### src/rtl/mips_pipe_pkg.sv
// Shared definitions for the MIPS pipeline control slice.
//   state_t  : hazard sequencer states (RUN / WAIT / ERR)
//   REG_W    : register index width
//   REG_ZERO : index of the hard-wired zero register
package mips_pipe_pkg;

  localparam int unsigned REG_W = 5;
  localparam logic [REG_W-1:0] REG_ZERO = 5'd0;

  typedef enum logic [1:0] {
    RUN  = 2'd0,
    WAIT = 2'd1,
    ERR  = 2'd2
  } state_t;

endpackage

### src/rtl/pipeline_hazard_ctrl_sat_counter.sv
// sat_counter: up-counter with synchronous clear and saturation at MAX.
//   clk, rst_n : clock, asynchronous active-low reset (count -> 0)
//   clr        : synchronous clear (wins over inc)
//   inc        : increment request, ignored once saturated
//   count      : current value
//   sat        : count has reached MAX
module sat_counter #(
  parameter int unsigned W   = 8,
  parameter logic [W-1:0] MAX = '1
) (
  input  logic         clk,
  input  logic         rst_n,
  input  logic         clr,
  input  logic         inc,
  output logic [W-1:0] count,
  output logic         sat
);

  assign sat = (count == MAX);

  always_ff @(posedge clk or negedge rst_n) begin
    if (!rst_n) begin
      count <= '0;
    end else if (clr) begin
      count <= '0;
    end else if (inc && !sat) begin
      count <= count + 1'b1;
    end
  end

endmodule

### src/rtl/pipeline_hazard_ctrl.sv
// pipeline_hazard_ctrl: central sequencer for the 5-stage MIPS pipeline.
// Resolves load-use stalls, taken-branch flushes and data-memory wait states
// (with timeout), and keeps a saturating stall-cycle counter.
//   Inputs : clk, rst_n (async, active-low), ID_Rs/ID_Rt/ID_UsesRt,
//            EX_MemRead/EX_RegDest, MEM_Branch/MEM_zero,
//            MEM_MemRead/MEM_MemWrite, dmem_ready
//   Outputs: PC_Write, *_Write enables, *_Flush, PCSrc (all combinational),
//            stall_count, mem_err (registered)
module pipeline_hazard_ctrl
  import mips_pipe_pkg::*;
#(
  parameter int unsigned CNT_W       = 16,
  parameter int unsigned MEM_TIMEOUT = 64
) (
  input  logic             clk,
  input  logic             rst_n,
  input  logic [REG_W-1:0] ID_Rs,
  input  logic [REG_W-1:0] ID_Rt,
  input  logic             ID_UsesRt,
  input  logic             EX_MemRead,
  input  logic [REG_W-1:0] EX_RegDest,
  input  logic             MEM_Branch,
  input  logic             MEM_zero,
  input  logic             MEM_MemRead,
  input  logic             MEM_MemWrite,
  input  logic             dmem_ready,
  output logic             PC_Write,
  output logic             IFtoID_Write,
  output logic             IDtoEX_Write,
  output logic             EXtoMEM_Write,
  output logic             MEMtoWB_Write,
  output logic             IFtoID_Flush,
  output logic             IDtoEX_Flush,
  output logic             EXtoMEM_Flush,
  output logic             PCSrc,
  output logic [CNT_W-1:0] stall_count,
  output logic             mem_err
);

  localparam int unsigned TW = (MEM_TIMEOUT > 1) ? $clog2(MEM_TIMEOUT) : 1;

  state_t          state;
  logic            mem_acc;
  logic            freeze;
  logic            taken;
  logic            lu;
  logic            wait_done;
  logic            stall_sat;
  logic [TW-1:0]   wait_cnt;

  always_comb begin
    mem_acc = MEM_MemRead | MEM_MemWrite;
    freeze  = 1'b1;
    case (state)
      RUN:     freeze = mem_acc & ~dmem_ready;
      WAIT:    freeze = ~dmem_ready;
      default: freeze = 1'b1;
    endcase
    taken = MEM_Branch & MEM_zero & ~freeze;
    lu    = EX_MemRead & (EX_RegDest != REG_ZERO) &
            ((EX_RegDest == ID_Rs) | (ID_UsesRt & (EX_RegDest == ID_Rt))) &
            ~freeze & ~taken;
  end

  always_comb begin
    PC_Write      = 1'b0;
    IFtoID_Write  = 1'b0;
    IDtoEX_Write  = 1'b0;
    EXtoMEM_Write = 1'b0;
    MEMtoWB_Write = 1'b0;
    IFtoID_Flush  = 1'b0;
    IDtoEX_Flush  = 1'b0;
    EXtoMEM_Flush = 1'b0;
    PCSrc         = 1'b0;
    if (!rst_n || freeze) begin
      // hold everything
    end else if (taken) begin
      PC_Write      = 1'b1;
      IFtoID_Write  = 1'b1;
      IDtoEX_Write  = 1'b1;
      EXtoMEM_Write = 1'b1;
      MEMtoWB_Write = 1'b1;
      IFtoID_Flush  = 1'b1;
      IDtoEX_Flush  = 1'b1;
      EXtoMEM_Flush = 1'b1;
      PCSrc         = 1'b1;
    end else if (lu) begin
      IDtoEX_Write  = 1'b1;
      EXtoMEM_Write = 1'b1;
      MEMtoWB_Write = 1'b1;
      IDtoEX_Flush  = 1'b1;
    end else begin
      PC_Write      = 1'b1;
      IFtoID_Write  = 1'b1;
      IDtoEX_Write  = 1'b1;
      EXtoMEM_Write = 1'b1;
      MEMtoWB_Write = 1'b1;
    end
  end

  always_ff @(posedge clk or negedge rst_n) begin
    if (!rst_n) begin
      state   <= RUN;
      mem_err <= 1'b0;
    end else begin
      case (state)
        RUN: begin
          if (mem_acc && !dmem_ready) state <= WAIT;
        end
        WAIT: begin
          if (dmem_ready) begin
            state <= RUN;
          end else if (wait_done) begin
            state   <= ERR;
            mem_err <= 1'b1;
          end
        end
        default: state <= ERR;
      endcase
    end
  end

  // Held clear for all of RUN, so it is zero on the first WAIT cycle;
  // saturation at MEM_TIMEOUT-1 doubles as the timeout flag.
  sat_counter #(
    .W   (TW),
    .MAX (TW'(MEM_TIMEOUT - 1))
  ) u_wait_timer (
    .clk   (clk),
    .rst_n (rst_n),
    .clr   (state == RUN),
    .inc   (state == WAIT),
    .count (wait_cnt),
    .sat   (wait_done)
  );

  sat_counter #(
    .W (CNT_W)
  ) u_stall_count (
    .clk   (clk),
    .rst_n (rst_n),
    .clr   (1'b0),
    .inc   ((freeze | lu) & ~stall_sat),
    .count (stall_count),
    .sat   (stall_sat)
  );

endmodule

### config.mk
export PLATFORM = sky130hd
export DESIGN_NAME = pipeline_hazard_ctrl
export DESIGN_NICKNAME = d
export VERILOG_FILES = /design/src/rtl/mips_pipe_pkg.sv /design/src/rtl/pipeline_hazard_ctrl_sat_counter.sv /design/src/rtl/pipeline_hazard_ctrl.sv
export SDC_FILE = /design/constraint.sdc
export NUM_CORES = 1
export LEC_CHECK = 0
export CORE_MARGIN = 4
export CORE_UTILIZATION = 39
export CTS_CLUSTER_SIZE = 25
export DETAILED_ROUTE_END_ITERATION = 10
export PLACE_DENSITY = 0.73
export REMOVE_ABC_BUFFERS = 1
export SETUP_SLACK_MARGIN = 0.2
export SLEW_MARGIN = 0
export SYNTH_ARGS = -nofsm -noshare
export SYNTH_HDL_FRONTEND = slang
export SYNTH_SLANG_ARGS = --single-unit
### constraint.sdc
create_clock -name clk -period 2.81 [get_ports clk]
set_input_delay 0.562 -clock clk [delete_from_list [all_inputs] [get_ports clk]]
set_output_delay 0.562 -clock clk [all_outputs]
set_load 0.01 [all_outputs]
# Yosys cells after proc, flatten, opt, wreduce, memory -nomap -nowiden
# Index checks and enable logic that the tools add are counted.
dict set report word_totals {
  output_inout_bits 26
  in_bits 24
  elab_cells 58
  regBits 25
}
dict set report classes {
  reduce_logical 13
  bitwise_logic 16
  eq_ne 7
  muxes 16
  add_sub_neg 2
}
# cell n
set ops {}
lappend ops {{$add 16x1->16 const B} 1}
lappend ops {{$eq 16x16->1 const B} 1}
lappend ops {{$mux 6} 2}
lappend ops {{$eq 5x5->1} 2}
lappend ops {{$and 1x1->1} 9}
lappend ops {{$mux 1} 9}
lappend ops {{$add 6x1->6 const B} 1}
lappend ops {{$eq 6x6->1 const B} 1}
lappend ops {{$mux 2} 3}
lappend ops {{$reduce_bool 5->1} 1}
lappend ops {{$logic_not 1->1} 4}
lappend ops {{$not 1->1} 4}
lappend ops {{$pmux 2 s2} 1}
lappend ops {{$logic_and 1x1->1} 3}
lappend ops {{$ne 3x3->1 const B} 1}
lappend ops {{$or 1x1->1} 3}
lappend ops {{$reduce_and 3->1} 1}
lappend ops {{$eq 2x1->1 const B} 1}
lappend ops {{$logic_not 2->1} 1}
lappend ops {{$ne 2x2->1 const B} 1}
lappend ops {{$pmux 1 s2} 1}
lappend ops {{$reduce_and 2->1} 1}
lappend ops {{$reduce_bool 2->1} 1}
lappend ops {{$logic_or 1x1->1} 1}

# Logic depth before layout (Yosys ltp)
# Gate-level depths: netlist of the first run.
dict set report logic_depth {
  word_depth 10
  depth_mapped 8
}

# Hierarchy
# Synthesis of the first run repeated with hierarchy kept, for this count alone.
dict set report hier_totals {
  hier_cells 185
  area_unflattened_um2 1697.9
}
# module n_inst seq_area_each_um2 area_each_um2 cells_each
set by_module_without_submodules {}
lappend by_module_without_submodules {{sat_counter (u_stall_count)} 1 400.4 959.7 102}
lappend by_module_without_submodules {{sat_counter (u_wait_timer)} 1 150.1 380.4 39}
lappend by_module_without_submodules {pipeline_hazard_ctrl 1 75.1 357.8 44}

# Worst setup path after synthesis of the first run
# OpenSTA, ideal clock, no wires.
dict set report synth_timing {
  kind {input-to-output}
  start {in EX_RegDest[1]}
  end {out PC_Write}
  cell_stages 5
  arrival_time_ps 1786
  slack_ps 462
  cell_sequence {or4_4 o21ai_0 nor2_1 a31oi_1 buf_4}
}
dict set report synth_via {
  elab_chain_cells 9
  word_cells_on_any_way 12
}
# item line
set synth_lines {}
lappend synth_lines {{start, declared} pipeline_hazard_ctrl.sv:21} ;# input logic [REG_W-1:0] EX_RegDest,
lappend synth_lines {{$eq 5x5->1} pipeline_hazard_ctrl.sv:61} ;# ((EX_RegDest == ID_Rs) | (ID_UsesRt & (EX_RegDest == ID_Rt))) &
lappend synth_lines {{$and 1x1->1} pipeline_hazard_ctrl.sv:61}
lappend synth_lines {{$or 1x1->1} pipeline_hazard_ctrl.sv:61}
lappend synth_lines {{$and 1x1->1 (*)} pipeline_hazard_ctrl.sv:60} ;# lu = EX_MemRead & (EX_RegDest != REG_ZERO) &
lappend synth_lines {{$and 1x1->1 (*)} pipeline_hazard_ctrl.sv:61}
lappend synth_lines {{$and 1x1->1 (*)} pipeline_hazard_ctrl.sv:62} ;# ~freeze & ~taken;
lappend synth_lines {{$mux 1 (*) (3 in a row)} -}
lappend synth_lines {{end, declared} pipeline_hazard_ctrl.sv:27} ;# output logic PC_Write,
# Mark *: on every way between the ends. The rest lies on a longest branch, timed or not.

# Final worst setup path of the first run
dict set report layout_timing {
  start {in EX_RegDest[4]}
  end {out IDtoEX_Flush}
}
dict set report layout_via {
  elab_chain_cells 9
  word_cells_on_any_way 12
}
# item line
set layout_lines {}
lappend layout_lines {{$eq 5x5->1} pipeline_hazard_ctrl.sv:61}
lappend layout_lines {{$and 1x1->1} pipeline_hazard_ctrl.sv:61}
lappend layout_lines {{$or 1x1->1} pipeline_hazard_ctrl.sv:61}
lappend layout_lines {{$and 1x1->1 (*)} pipeline_hazard_ctrl.sv:60}
lappend layout_lines {{$and 1x1->1 (*)} pipeline_hazard_ctrl.sv:61}
lappend layout_lines {{$and 1x1->1 (*)} pipeline_hazard_ctrl.sv:62}
lappend layout_lines {{$mux 1 (*)} pipeline_hazard_ctrl.sv:87} ;# end else if (lu) begin
lappend layout_lines {{$mux 1 (*)} pipeline_hazard_ctrl.sv:77} ;# end else if (taken) begin
lappend layout_lines {{$mux 1 (*)} pipeline_hazard_ctrl.sv:75} ;# if (!rst_n || freeze) begin
lappend layout_lines {{end, declared} pipeline_hazard_ctrl.sv:33} ;# output logic IDtoEX_Flush,
# Marks and branches as above.

==> results of run 1 <==
==> worst max-delay path by stage <==
stage | end | slack, ps | depth (start not counted)
2_1_floorplan | IFtoID_Write | 540 | 4
3_3_place_gp | PC_Write | -330 | 6
3_5_place_dp | IDtoEX_Flush | -390 | 8
4_1_cts | IDtoEX_Flush | 150 | 8
5_1_grt | IDtoEX_Flush | 160 | 9
6_report | IDtoEX_Flush | 310 | 9
==> state kept, by name (all words and copies together) (netlist names) <==
register,count
mem_err,1
u_wait_timer.count,6
state,2
u_stall_count.count,16
==> worst reg2reg max path: cells and delay by family, from the launching register on <==
family | cells | cell delay (ps)
AO/OA/AOI/OAI | 2 | 740
adder cells (fa/ha/maj) | 1 | 270
flip-flops | 1 | 430
multiplexers | 1 | 400
AND/OR/NAND/NOR | 2 | 200
==> area by class of cell <==
class	count	area [sq um]	share of cell area, %
tap	46	57.56	2.808
multi-input combinational	107	762.0	37.18
clock buffer	4	45.04	2.198
timing repair buffer	59	548.0	26.74
inverter	3	11.26	0.5494
sequential	25	625.6	30.52
==> metal layers <==
metal	wire length, microns	share of wire (%)	vias up
li1	-	-	611
met5	0	0	-
met1	1463	40	608
met4	93	2.5	0
met3	150	4.1	8
met2	1995	54	33
==> synthesized netlist by cell type (all sizes together) <==
| master | count | area, sq um |
|---|---|---|
| nand3b | 1 | 7.510 |
| a2111oi | 1 | 8.760 |
| and2 | 1 | 6.260 |
| o21ai | 6 | 30.03 |
| nand2 | 12 | 45.04 |
| mux2i | 1 | 10.01 |
| or4 | 1 | 11.26 |
| o211ai | 1 | 12.51 |
| a31o | 1 | 8.760 |
| nand4 | 7 | 50.05 |
| ha | 2 | 25.02 |
| a21oi | 5 | 25.02 |
| and3 | 8 | 52.55 |
| a21boi | 1 | 7.510 |
| xnor2 | 13 | 113.9 |
| xor2 | 10 | 87.58 |
| buf | 7 | 53.80 |
| nand3 | 8 | 40.04 |
| nor4 | 1 | 6.260 |
| a32oi | 1 | 8.760 |
| inv | 3 | 11.26 |
| a22o | 4 | 35.03 |
| mux2 | 4 | 45.04 |
| nor2 | 11 | 41.29 |
| nor3 | 2 | 10.01 |
| and4 | 1 | 11.26 |
| a31oi | 1 | 6.260 |
| o21bai | 1 | 7.510 |
| o22ai | 1 | 12.51 |
| nand2b | 1 | 6.260 |
| clkbuf | 1 | 13.76 |
| dfrtp | 25 | 625.6 |
==> power breakdown <==
part | internal [mW] | switching, mW | total (mW)
registers | 0.409 | 0.0696 | 0.479
logic | 0.176 | 0.114 | 0.289
clock network | 0.101 | 0.106 | 0.207
total | 0.686 | 0.289 | 0.975
==> logic make-up after synthesis <==
group,synth area share [%]
AO/OA/AOI/OAI,11.32
XOR/XNOR,14.02
adder cells (fa/ha/maj),1.742
buffers and inverters,5.487
flip-flops,43.55
multiplexers,3.833
AND/OR/NAND/NOR,20.04
==> repair_timing <==
action	4_1_cts	5_1_grt
setup endpoints to repair	9	6
pin swaps	5	10
gates resized for setup	29	17
setup buffers	1	0
==> impl_metrics.tcl, run 1 <==
set metrics [dict create \
    cp-start-kind "primary input" \
    drc 0 \
    vias 1260 \
    min_path_type "flop to flop" \
    slew_headroom_pct 58.45 \
    cts-root-buf "clkbuf_8" \
    crit_type "primary input to primary output" \
    port_buffers 49 \
    grt_pass1_vias 1361 \
    use_met3_pct 4.376 \
    holdWs_ps 490.3 \
    power_uw 975.0 \
    max_cap_viol_count 0 \
    rsz0062_at_grt "yes" \
    synth.yosys.seq_area_share_pct 43.55 \
    power_density_nw_per_um2 475.7 \
    crit_path_max_fanout 3 \
    max-clock-path-buffers 2 \
    wl_microns 3701 \
    clock_latency_ps 260 \
    use_met2_pct 31.82 \
    slew_violations 0 \
    fmax_ghz 0.3993 \
    hold_end "mem_err" \
    track_usage_pct 18.17 \
    num_io_pins 50 \
    ys_ff_latch 25 \
    drt-pass1-iter-count 4 \
    netlist_area_sq_um 1436 \
    diodes 0 \
    synth.distinct_cells 36 \
    postLayoutCoreUtil_pct 59.54 \
    cp.arrival_ps 1940 \
    final_layout_size_suffix_gt1_share_pct 18.69 \
    fin_ws_ps 305.3 \
    htree_levels 1 \
    timing_hold_violations_final 0 \
    grt-ovfl-total 0 \
    r2r-start "u_stall_count.count[0]" \
    r2r_end "u_stall_count.count[1]" \
    finalNetCount 225 \
    status "completed" \
    cp_slowest_stage_delay_ps 230 \
    tightest_slew_ps 623.3 \
    syn_to_final_growth_pct 42.68 \
    placedCellCount 239 \
    gp_congestion 0.7557 \
    cts_tree "yes" \
    worst_hold_path.num_cells 1 \
    cts_buffers 3 \
    dp_slack_ps -385.4 \
    p_leak_nw 0.9586 \
    r2r_cells 6 \
    grt_start_max_net_pins 26 \
    cts_hold_buf 0 \
    cp.buffers_inverters 3 \
    path_delay_family "simple AND/OR/NAND/NOR gates" \
    wl_per_cell_microns 15.17 \
    postSynthAreaPerCell_sq_um 10.04 \
    grt_pass1_wl_microns 6423 \
    die_w_microns 68.69 \
    finalNonFillerCells 244 \
    post-route-period-util_pct 89.13 \
    drt-vias-per-instance 5.164 \
    met1_usage_pct 22.08 \
    placed_area_sq_um 1984 \
    finalClockSkew_ps 0.9844 \
    die_y_microns 68.69 \
    finalCriticalPeriod_ps 2505 \
    fin_tns_setup_ps 0 \
    path_clk_slew_ps 80 \
    vdd_drop_max_mv 0.4057 \
    antenna_found_initial 0 \
    busiest_layer "met2" \
    mostFrequentLayoutCell "clkdlybuf4s50_1" \
    hold_start "mem_err" \
    nFillCells 314 \
    final_cell_mix "clkdlybuf4s50_1 (28), dfrtp_1 (25), xnor2_1 (13), nand2_1 (11)" \
    design.die.area_sq_um 4718 \
    synthesis.instances 143 \
    hpwl_microns 2886 \
    setup_viol 0 \
    startpoint "EX_RegDest[4]" \
    drtIter0Drc 82 \
    start_util_pct 41.73 \
    crit_slowest_cell "nor3_1" \
    endpoint_kind "primary output" \
    cts.sinks 25 \
    rows 21 \
    drtAntennaViolNets 0 \
    r2r_slack_ps 670 \
    yosysWarnings 0 \
    crit_chain "clkdlybuf4s15_1 -> buf_4 -> xor2_1 -> nor3_1 -> a32oi_2 -> nor2_1 -> nand2_1 -> a21oi_2 -> buf_2" \
    design_area_sq_um 2049 \
    core_area_sq_um 3442 \
    cp.required_ps 2250 \
]
Note: power is estimated with default switching activity, not from simulation.
==> run 2: changes to the inputs <==
--- a/config.mk
+++ b/config.mk
@@ -7,6 +7,7 @@
 export LEC_CHECK = 0
 export CORE_MARGIN = 4
 export CORE_UTILIZATION = 39
+export CTS_CLUSTER_DIAMETER = 150
 export CTS_CLUSTER_SIZE = 25
 export DETAILED_ROUTE_END_ITERATION = 10
 export PLACE_DENSITY = 0.73
==> results of run 2 <==
Same layout as run 1: the final DEF is identical, and so are final timing and power.
==> run 3: changes to the inputs <==
==> constraint.sdc (replaced) <==
create_clock -name clk -period 2.7 [get_ports clk]
set_input_delay 0.54 -clock clk [delete_from_list [all_inputs] [get_ports clk]]
set_output_delay 0.54 -clock clk [all_outputs]
set_load 0.01 [all_outputs]
==> run 3 against run 2 <==
Wire length fell by 0.43%. Clock skew increased by 3.2 ps. Design area up 0.85%. Critical endpoint is now PCSrc. Via count grew 3.4%. Combinational power rose by 5%. Hold slack got worse by 6.5 ps. Highest routed layer unchanged. Clock-buffer cell count unchanged. Critical path type unchanged. Critical path depth is 2 lower.
==> impl_metrics.tcl, run 3 (synthesis gave the netlist of run 1 again) <==
set metrics [dict create \
    status "completed" \
    diodes 0 \
    die_y_microns 68.69 \
    max_cap_viol_count 0 \
    htree_levels 1 \
    seqPwrFrac_pct 48.9 \
    cts_tree "yes" \
    largest_register "u_stall_count.count" \
    final_cell_mix "clkdlybuf4s50_1 (25), dfrtp_1 (25), buf_4 (15), xnor2_1 (13)" \
    combinationalPowerShare_pct 30.0 \
    finalNetCount 230 \
    swShare_pct 29.38 \
    track_usage_pct 16.67 \
    p_leak_nw 0.9781 \
    max-clock-path-buffers 2 \
    fin_ws_ps 242.3 \
    antenna_found_initial 0 \
    finalNonFillerCells 249 \
    syn_to_final_growth_pct 43.90 \
    intPower_uw 715.3 \
    min_path_type "flop to flop" \
    cp.arrival_ps 1920 \
    vias 1303 \
    post-route-period-util_pct 91.03 \
    postLayoutCoreUtil_pct 60.05 \
    setup_viol 0 \
    fmax_ghz 0.4069 \
    num_io_pins 50 \
    gp_congestion 0.7551 \
    grt_pass1_vias 1315 \
    placedCellCount 241 \
    die_w_microns 68.69 \
    finalCriticalPeriod_ps 2458 \
    cts_buffers 3 \
    rsz0062_at_grt "yes" \
    drt-vias-per-instance 5.233 \
    drtAntennaViolNets 0 \
    grt-ovfl-total 0 \
    crit_type "primary input to primary output" \
    design.die.area_sq_um 4718 \
    nFillCells 298 \
    slew_headroom_pct 71.31 \
    grt_start_max_net_pins 26 \
    path_clk_slew_ps 80 \
    hpwl_microns 2725 \
    start_util_pct 41.73 \
    dp_slack_ps -430.1 \
    finalClockSkew_ps 4.187 \
    slew_violations 0 \
    drtIter0Drc 94 \
    wl_per_cell_microns 14.80 \
    power_density_nw_per_um2 490.0 \
    top_regs "u_stall_count.count: 16 flops, u_wait_timer.count: 6 flops, state: 2 flops" \
    cp.required_ps 2160 \
    endpoint_kind "primary output" \
    grt_pass1_wl_microns 5996 \
    drc 0 \
    crit_path_max_fanout 4 \
    port_buffers 49 \
    rows 21 \
    clock_latency_ps 260 \
    cts-root-buf "clkbuf_8" \
    timing_hold_violations_final 0 \
    largest_reg_flops 16 \
    tightest_slew_ps 419.5 \
    cts.sinks 25 \
    vdd_drop_max_mv 0.6125 \
    cp-start-kind "primary input" \
    drt-pass1-iter-count 4 \
    p_switching_uw 297.6 \
    wl_microns 3685 \
    final_layout_size_suffix_gt1_share_pct 25.62 \
    power_mw 1.013 \
    pwr-share-clk_pct 21.1 \
    core_area_sq_um 3442 \
]
run 3: stage by stage:
step	TNS, ps	cell area, sq um	hold slack (ps)
3_3_place_gp	-2018	1999	471.3
3_5_place_dp	-2532	1999	471.8
4_1_cts	0	2053	490.7
5_1_grt	0	2067	546.2
6_report	0	2067	483.9
2_1_floorplan	0	1369	244.4
run 3: worst paths after layout:
check,start,to,slack (ps),depth (start not counted)
setup / recovery,MEM_MemRead,PCSrc,240,7
hold / removal,mem_err,mem_err,480,1
setup reg to reg,u_stall_count.count[0],u_stall_count.count[1],690,6
hold reg to reg,mem_err,mem_err,480,1
max in group asynchronous,rst_n,u_wait_timer.count[3],1770,2
min in group asynchronous,rst_n,state[0],690,2
run 3: critical path, cell delays in order:
cell,delay [ps]
clkdlybuf4s50_1,410
nor3_2,170
nor2_1,70
nor2_2,180
nand2_2,130
nor2_2,160
clkdlybuf4s15_2,250
run 3: routing by layer:
layer / vias up / wire length, microns / GRT usage [%]
li1: 625 / - / -
met1: 652 / 1482 / 20.14
met2: 24 / 2027 / 29.68
met3: 2 / 148 / 4.700
met4: 0 / 27 / 2.730
met5: - / 0 / 0
run 3: power by group through the flow:
stage                     logic (mW)  registers, mW  clock network (mW)
after detailed placement       0.303          0.500                   0
after CTS                      0.305          0.494               0.225
after global placement         0.300          0.497                   0
after floorplan                0.108          0.514                   0
final                          0.304          0.495               0.213
after global routing           0.331          0.507               0.239
run 3: area by class of cell:
type / count / area (sq um) / area share [%]
multi-input cells: 107 / 777.0 / 37.59
flip-flops and latches: 25 / 625.6 / 30.27
well taps: 46 / 57.56 / 2.785
clock buffers: 4 / 45.04 / 2.179
inverters: 3 / 11.26 / 0.5448
repair buffers: 64 / 550.5 / 26.63
run 3: timing repair:
action / 4_1_cts / 5_1_grt
buffers inserted: 3 / 1
gates resized for setup: 32 / 36
hold buffers: 0 / 0
setup endpoints to repair: 11 / 25
pin swaps: 6 / 17
